**src/rtl/ones_frame_accumulator_pkg.sv**
```systemverilog
// Shared types and constants for the ones frame accumulator.
// Popcounts arrive from an 8-bit one_counter, so a legal beat carries 0..8.
package ones_pkg;

    localparam int POP_W = 4;
    localparam logic [POP_W-1:0] POP_MAX = 4'd8;

    typedef enum logic [0:0] {
        IDLE  = 1'b0,
        ACCUM = 1'b1
    } state_e;

    // Out-of-range popcounts are treated as a full byte of ones.
    function automatic logic [POP_W-1:0] clamp_pop(input logic [POP_W-1:0] cnt);
        return (cnt > POP_MAX) ? POP_MAX : cnt;
    endfunction

endpackage

```
**src/rtl/ones_frame_accumulator_if.sv**
```systemverilog
// Beat input and frame-result output of the ones frame accumulator.
// The accumulator uses the slave view; the producer/consumer side uses master.
interface ones_frame_accumulator_if #(
    parameter int SUM_W = 12,
    parameter int LEN_W = 9
);
    import ones_pkg::*;

    logic [POP_W-1:0] count_in;
    logic             in_valid;
    logic             in_last;
    logic             in_ready;
    logic             out_valid;
    logic             out_ready;
    logic [SUM_W-1:0] out_sum;
    logic [LEN_W-1:0] out_len;
    logic             out_sat;
    logic             out_err;

    modport slave (
        input  count_in, in_valid, in_last, out_ready,
        output in_ready, out_valid, out_sum, out_len, out_sat, out_err
    );

    modport master (
        output count_in, in_valid, in_last, out_ready,
        input  in_ready, out_valid, out_sum, out_len, out_sat, out_err
    );

endinterface

```
**src/rtl/ones_frame_accumulator_sat_add.sv**
```systemverilog
// Unsigned saturating adder: a_i + b_i clipped to all-ones, with an overflow flag.
module sat_add #(
    parameter int W   = 12,
    parameter int B_W = 4
) (
    input  logic [W-1:0]   a_i,
    input  logic [B_W-1:0] b_i,
    output logic [W-1:0]   sum_o,
    output logic           ovf_o
);

    logic [W:0] full;

    // One guard bit catches the carry out; B_W must not exceed W.
    assign full  = {1'b0, a_i} + {{(W + 1 - B_W){1'b0}}, b_i};
    assign ovf_o = full[W];
    assign sum_o = full[W] ? {W{1'b1}} : full[W-1:0];

endmodule

```
**src/rtl/ones_frame_accumulator.sv**
```systemverilog
// Accumulates popcounts and byte counts over in_last-delimited frames and
// presents one result per frame on a valid/ready port with upstream backpressure.
module ones_frame_accumulator #(
    parameter int SUM_W = 12,
    parameter int LEN_W = 9
) (
    input  logic                     clk,
    input  logic                     rst_n,
    input  logic                     clear,
    ones_frame_accumulator_if.slave  strm
);
    import ones_pkg::*;

    state_e           state_q, state_d;
    logic [SUM_W-1:0] acc_sum_q, acc_sum_d;
    logic [LEN_W-1:0] acc_len_q, acc_len_d;
    logic             sat_q, sat_d;
    logic             err_q, err_d;

    logic             out_valid_q, out_valid_d;
    logic [SUM_W-1:0] out_sum_q, out_sum_d;
    logic [LEN_W-1:0] out_len_q, out_len_d;
    logic             out_sat_q, out_sat_d;
    logic             out_err_q, out_err_d;

    logic             in_ready;
    logic             accept;
    logic             complete;
    logic [SUM_W-1:0] sum_nxt;
    logic [LEN_W-1:0] len_nxt;
    logic             sum_ovf, len_ovf;
    logic             sat_nxt, err_nxt;

    assign in_ready = !out_valid_q || strm.out_ready;
    assign accept   = strm.in_valid && in_ready && !clear;
    assign complete = accept && strm.in_last;

    sat_add #(.W(SUM_W), .B_W(POP_W)) u_sum_add (
        .a_i   (acc_sum_q),
        .b_i   (clamp_pop(strm.count_in)),
        .sum_o (sum_nxt),
        .ovf_o (sum_ovf)
    );

    sat_add #(.W(LEN_W), .B_W(1)) u_len_add (
        .a_i   (acc_len_q),
        .b_i   (1'b1),
        .sum_o (len_nxt),
        .ovf_o (len_ovf)
    );

    assign sat_nxt = sat_q || sum_ovf || len_ovf;
    assign err_nxt = err_q || (strm.count_in > POP_MAX);

    // A completing beat hands its totals to the output register and restarts from zero.
    always_comb begin
        state_d   = state_q;
        acc_sum_d = acc_sum_q;
        acc_len_d = acc_len_q;
        sat_d     = sat_q;
        err_d     = err_q;
        if (clear || complete) begin
            state_d   = IDLE;
            acc_sum_d = '0;
            acc_len_d = '0;
            sat_d     = 1'b0;
            err_d     = 1'b0;
        end else if (accept) begin
            state_d   = ACCUM;
            acc_sum_d = sum_nxt;
            acc_len_d = len_nxt;
            sat_d     = sat_nxt;
            err_d     = err_nxt;
        end
    end

    always_comb begin
        out_valid_d = out_valid_q;
        out_sum_d   = out_sum_q;
        out_len_d   = out_len_q;
        out_sat_d   = out_sat_q;
        out_err_d   = out_err_q;
        if (complete) begin
            out_valid_d = 1'b1;
            out_sum_d   = sum_nxt;
            out_len_d   = len_nxt;
            out_sat_d   = sat_nxt;
            out_err_d   = err_nxt;
        end else if (strm.out_ready) begin
            out_valid_d = 1'b0;
        end
    end

    always_ff @(posedge clk or negedge rst_n) begin
        if (!rst_n) begin
            state_q     <= IDLE;
            acc_sum_q   <= '0;
            acc_len_q   <= '0;
            sat_q       <= 1'b0;
            err_q       <= 1'b0;
            out_valid_q <= 1'b0;
            out_sum_q   <= '0;
            out_len_q   <= '0;
            out_sat_q   <= 1'b0;
            out_err_q   <= 1'b0;
        end else begin
            state_q     <= state_d;
            acc_sum_q   <= acc_sum_d;
            acc_len_q   <= acc_len_d;
            sat_q       <= sat_d;
            err_q       <= err_d;
            out_valid_q <= out_valid_d;
            out_sum_q   <= out_sum_d;
            out_len_q   <= out_len_d;
            out_sat_q   <= out_sat_d;
            out_err_q   <= out_err_d;
        end
    end

    assign strm.in_ready  = in_ready;
    assign strm.out_valid = out_valid_q;
    assign strm.out_sum   = out_sum_q;
    assign strm.out_len   = out_len_q;
    assign strm.out_sat   = out_sat_q;
    assign strm.out_err   = out_err_q;

endmodule

```
**src/flat_wrapper.sv**
```systemverilog
// flat-port wrapper written by rule: the top's interface ports become plain ports
module ones_frame_accumulator_flat import ones_pkg::*;
#(
    parameter int SUM_W = 12,
    parameter int LEN_W = 9
)
  (clk, rst_n, clear, strm_count_in, strm_in_valid, strm_in_last, strm_out_ready, strm_in_ready, strm_out_valid, strm_out_sum, strm_out_len, strm_out_sat, strm_out_err);
  ones_frame_accumulator_if #(.SUM_W(SUM_W), .LEN_W(LEN_W)) strm_i ();
  input  logic clk;
  input  logic rst_n;
  input  logic clear;
  input wire logic [$bits(strm_i.count_in)-1:0] strm_count_in;
  input wire logic [$bits(strm_i.in_valid)-1:0] strm_in_valid;
  input wire logic [$bits(strm_i.in_last)-1:0] strm_in_last;
  input wire logic [$bits(strm_i.out_ready)-1:0] strm_out_ready;
  output wire logic [$bits(strm_i.in_ready)-1:0] strm_in_ready;
  output wire logic [$bits(strm_i.out_valid)-1:0] strm_out_valid;
  output wire logic [$bits(strm_i.out_sum)-1:0] strm_out_sum;
  output wire logic [$bits(strm_i.out_len)-1:0] strm_out_len;
  output wire logic [$bits(strm_i.out_sat)-1:0] strm_out_sat;
  output wire logic [$bits(strm_i.out_err)-1:0] strm_out_err;
  assign strm_i.count_in = strm_count_in;
  assign strm_i.in_valid = strm_in_valid;
  assign strm_i.in_last = strm_in_last;
  assign strm_i.out_ready = strm_out_ready;
  assign strm_in_ready = strm_i.in_ready;
  assign strm_out_valid = strm_i.out_valid;
  assign strm_out_sum = strm_i.out_sum;
  assign strm_out_len = strm_i.out_len;
  assign strm_out_sat = strm_i.out_sat;
  assign strm_out_err = strm_i.out_err;
  ones_frame_accumulator #(.SUM_W(SUM_W), .LEN_W(LEN_W)) u_core (.clk(clk), .rst_n(rst_n), .clear(clear), .strm(strm_i));
endmodule
```
**config.mk**
```make
export PLATFORM = sky130hd
export DESIGN_NAME = ones_frame_accumulator_flat
export DESIGN_NICKNAME = d
export VERILOG_FILES = /design/src/rtl/ones_frame_accumulator_pkg.sv /design/src/rtl/ones_frame_accumulator_if.sv /design/src/rtl/ones_frame_accumulator_sat_add.sv /design/src/rtl/ones_frame_accumulator.sv /design/src/flat_wrapper.sv
export SDC_FILE = /design/constraint.sdc
export NUM_CORES = 1
export LEC_CHECK = 0
export ABC_AREA = 1
export BUFFER_PORTS_ARGS = -buffer_cell sky130_fd_sc_hd__buf_2
export CORE_UTILIZATION = 45
export DETAILED_ROUTE_END_ITERATION = 10
export MAX_ROUTING_LAYER = met4
export PLACE_DENSITY = 0.66
export SYNTH_ARGS = -nofsm -noshare
export SYNTH_HDL_FRONTEND = slang
export SYNTH_HIERARCHICAL = 1
export SYNTH_SLANG_ARGS = --single-unit
```
**constraint.sdc**
```tcl
create_clock -name clk -period 2.2 [get_ports clk]
set_input_delay 0.22 -clock clk [delete_from_list [all_inputs] [get_ports clk]]
set_output_delay 0.22 -clock clk [all_outputs]
set_load 0.02 [all_outputs]
```
==> results.md <==
* Status: complete, but fails checks
* Failing checks: hold timing
* Slew headroom at 0.607
* Hold_ws at -0.00362 ns
* Placement row count at 27
* Setup crit start kind: flip-flop
* Yosys Warn Count at 6
* Skew final at approximately 0.0069 ns
* Data required, critical path at about 2.4 ns
* Total Routing Usage GR at 0.213
* CTS Hold Bufs at 0
* Layout cells sized above 1 at 0.163
* Clock Path Buffers at 2
* Post-synth top area share at 0.434
* Power per cell area at 555 nW/um2
* Max cap viols at 0
* Initial DRC count at 183
* Drt first pass iters at 4
* H-Tree Depth at 2
* Final TNS setup at 0 ns
* Clock Pin Slew Worst Setup and Hold Paths at 0.09 ns
* Crit Path Class: reg -> reg
* DRC Markers at 0
* CTS tree: built
* Sw frac at 0.274
* Vias in the first global route at around 2100
* Vias per cell at approximately 4.9
* Via count at 2345
* Die Height at ~80 um
* Setup violators final at 0
* Mapped Cells at 369
* R2r setup slk at approximately 0.28 ns
* Slew Viols, Final at 0
* Final period util at 0.871
* Clk_lat worst skew at approximately 0.3 ns
* Distinct cells, synth at 30
* Final ANT Viol Nets at 0
* Comb pwr share at 0.127
* Cell area after layout at ~3000 um2
* Die area at around 6300 um2
* Layout Nets at between 400 and 500
* WL final at between 5 and 6 mm
* Die Wd at between 70 and 80 um
* Layout area overhead at 11.2%
* Fmax achieved at 522 MHz
* Clk Tree Root Cell: clkbuf_8
* Final hold violations at 6
* Reg2Reg Launch Point: u_core/acc_sum_q[0]
* Max FO, Critical Path at 5
* Reg-to-reg endpoint: u_core/acc_sum_q[8]
* First-pass GRT wire length at 10.2 mm
* Cell-internal power at ~0.0012 W
* Grt total ovfl at 0
* Post-synth top area cell: dfrtp_1
* Synthesized flop and latch total at between 40 and 50
* Worst min path class: in -> async
* Filler cell count at about 560
* CTS sink cnt at 47
* Resized cells post-CTS at 0
* Area contributors post-synth: dfrtp_1 43%, nand2_1 22%, nand3_1 5.2%, inv_1 4.4%, o21ai_1 3.9%
* Num CTS Buffers at 5
* Largest net degree at the start of global routing at 48
* Arr. time, crit path at approximately 2.2 ns
* Core Area at about 5600 um2
* Synth Cell Area at roughly 2700 um2
* Psw at about 0.00046 W
* ANT cells at 0
* Leak at 1.65 nW
* Reg power frac at 0.544
* Min Tclk post-route at 1.92 ns
* Worst-margin pin slew at roughly 0.59 ns
* Syn Area/Cell at approximately 7.3 um2
* Port bufs at 34
* Worst Setup End Kind: flip-flop
* Routed WL per cell at 12.4 um
* Dpl cell area at 2920 um2
* RePlAce Congestion at 0.910
* RSZ-0062 raised after global routing: false
* Max VDD drop at around 0.27 mV
* # IOs at 35
* Sequential cell area fraction in the yosys report at 0.434
* Reg2reg path depth at 10
* Clock share of power at 0.329
* HPWL after DPL at ~4.2 mm
* Initial antenna violation count at 0
* Setup bufs post-CTS at 0
* Initial core utilization at 0.480
cells in the mapped netlist (all sizes together):
cell type	count
ha	7
nor2	27
nand2	165
nand3b	2
dfrtp	47
a21oi	3
buf	11
nand3	34
clkbuf	1
fa	1
o21ai	28
or2	5
nand4	2
inv	34
conb	1
nor3	1
worst max path at each step:
stage	from	to	slack (ns)	cells past startpoint
after floorplan	strm_count_in[2]	u_core/acc_sum_q[1]	0.24	12
after global placement	strm_count_in[2]	u_core/acc_sum_q[8]	0.12	14
after detailed placement	strm_count_in[3]	u_core/acc_sum_q[6]	0.04	14
after CTS	u_core/acc_sum_q[0]	u_core/acc_sum_q[8]	0.28	10
after global routing	u_core/acc_sum_q[0]	u_core/acc_sum_q[8]	0.15	10
final	u_core/acc_sum_q[0]	u_core/acc_sum_q[8]	0.28	10
registers in the layout (all words and copies together) (netlist names):
register,flops
u_core/acc_len_q,9
u_core/strm.out_sum,12
u_core/acc_sum_q,12
u_core/strm.out_sat,1
u_core/strm.out_valid,1
u_core/strm.out_len,9
u_core/sat_q,1
u_core/err_q,1
u_core/strm.out_err,1
critical path: stages (launching register included):
cell,delay (ns)
dfrtp_1,0.40
ha_1,0.26
fa_1,0.43
nand3_2,0.11
nand2_2,0.07
buf_4,0.16
nand2_2,0.06
o21ai_0,0.07
nand3_1,0.09
nand2_1,0.06
o21ai_1,0.13
cell families after synthesis:
| kind of cell | Yosys count | synth area share |
|---|---|---|
| flip-flops | 47 | 0.434 |
| AO/OA/AOI/OAI | 31 | 0.0600 |
| buffers and inverters | 46 | 0.0840 |
| other | 1 | 0.00138 |
| adder cells (fa/ha/maj) | 8 | 0.0397 |
| AND/OR/NAND/NOR | 236 | 0.381 |
per-stage QoR:
step	cells	power (W)	setup WS, ns	utilization	hold WS, ns
2_1_floorplan	370	0.00107	0.245	-	-0.0756
3_3_place_gp	470	0.00114	0.115	0.517	0.353
3_5_place_dp	470	0.00114	0.0429	0.517	0.351
4_1_cts	478	0.00170	0.278	0.534	0.0185
5_1_grt	478	0.00175	0.152	0.534	0.0621
6_report	478	0.00167	0.284	0.534	-0.00362
routing by layer:
metal / global-route usage / vias to the layer above / share of wire
met5: - / - / 0
met1: 0.307 / 1066 / 0.53
met2: 0.303 / 48 / 0.42
met4: 0.0618 / 0 / 0.011
met3: 0.0389 / 6 / 0.040
li1: - / 1225 / -
power groups by stage:
stage / logic, W / registers (W) / clock network, W
floorplan: 0.000111 / 0.000956 / 0
global placement: 0.000214 / 0.000927 / 0
detailed placement: 0.000216 / 0.000926 / 0
CTS: 0.000216 / 0.000910 / 0.000576
global route: 0.000237 / 0.000914 / 0.000601
finish: 0.000213 / 0.000909 / 0.000550
layout by cell type, fill, tap and decap left out, types with 2 or more instances in the layout:
master    synthesis  routed
a21oi_1           2       2
buf_2             2      34
buf_4             4       6
clkbuf_8          0       6
conb_1            1       2
dfrtp_1          47      47
ha_1              7       7
inv_1            32      32
inv_2             2       2
nand2_1         160     160
nand2_2           3       3
nand2_4           2       2
nand3_1          28      28
nand3_2           5       5
nand3b_1          2       2
nand4_1           2       2
nor2_1           24      24
nor2_4            2       2
o21ai_0           6       6
o21ai_1          21      21
or2_1             3       3
area by class of cell:
cell class	instances	area, um2	share of cell area
multi-input cells	277	1310	0.435
clock buffers	7	86.3	0.0286
clock inverters	1	8.76	0.00291
repair buffers	40	215	0.0714
inverters	34	128	0.0423
flip-flops and latches	47	1180	0.390
well taps	72	90.1	0.0299
Power figures use the tool's default switching activity.
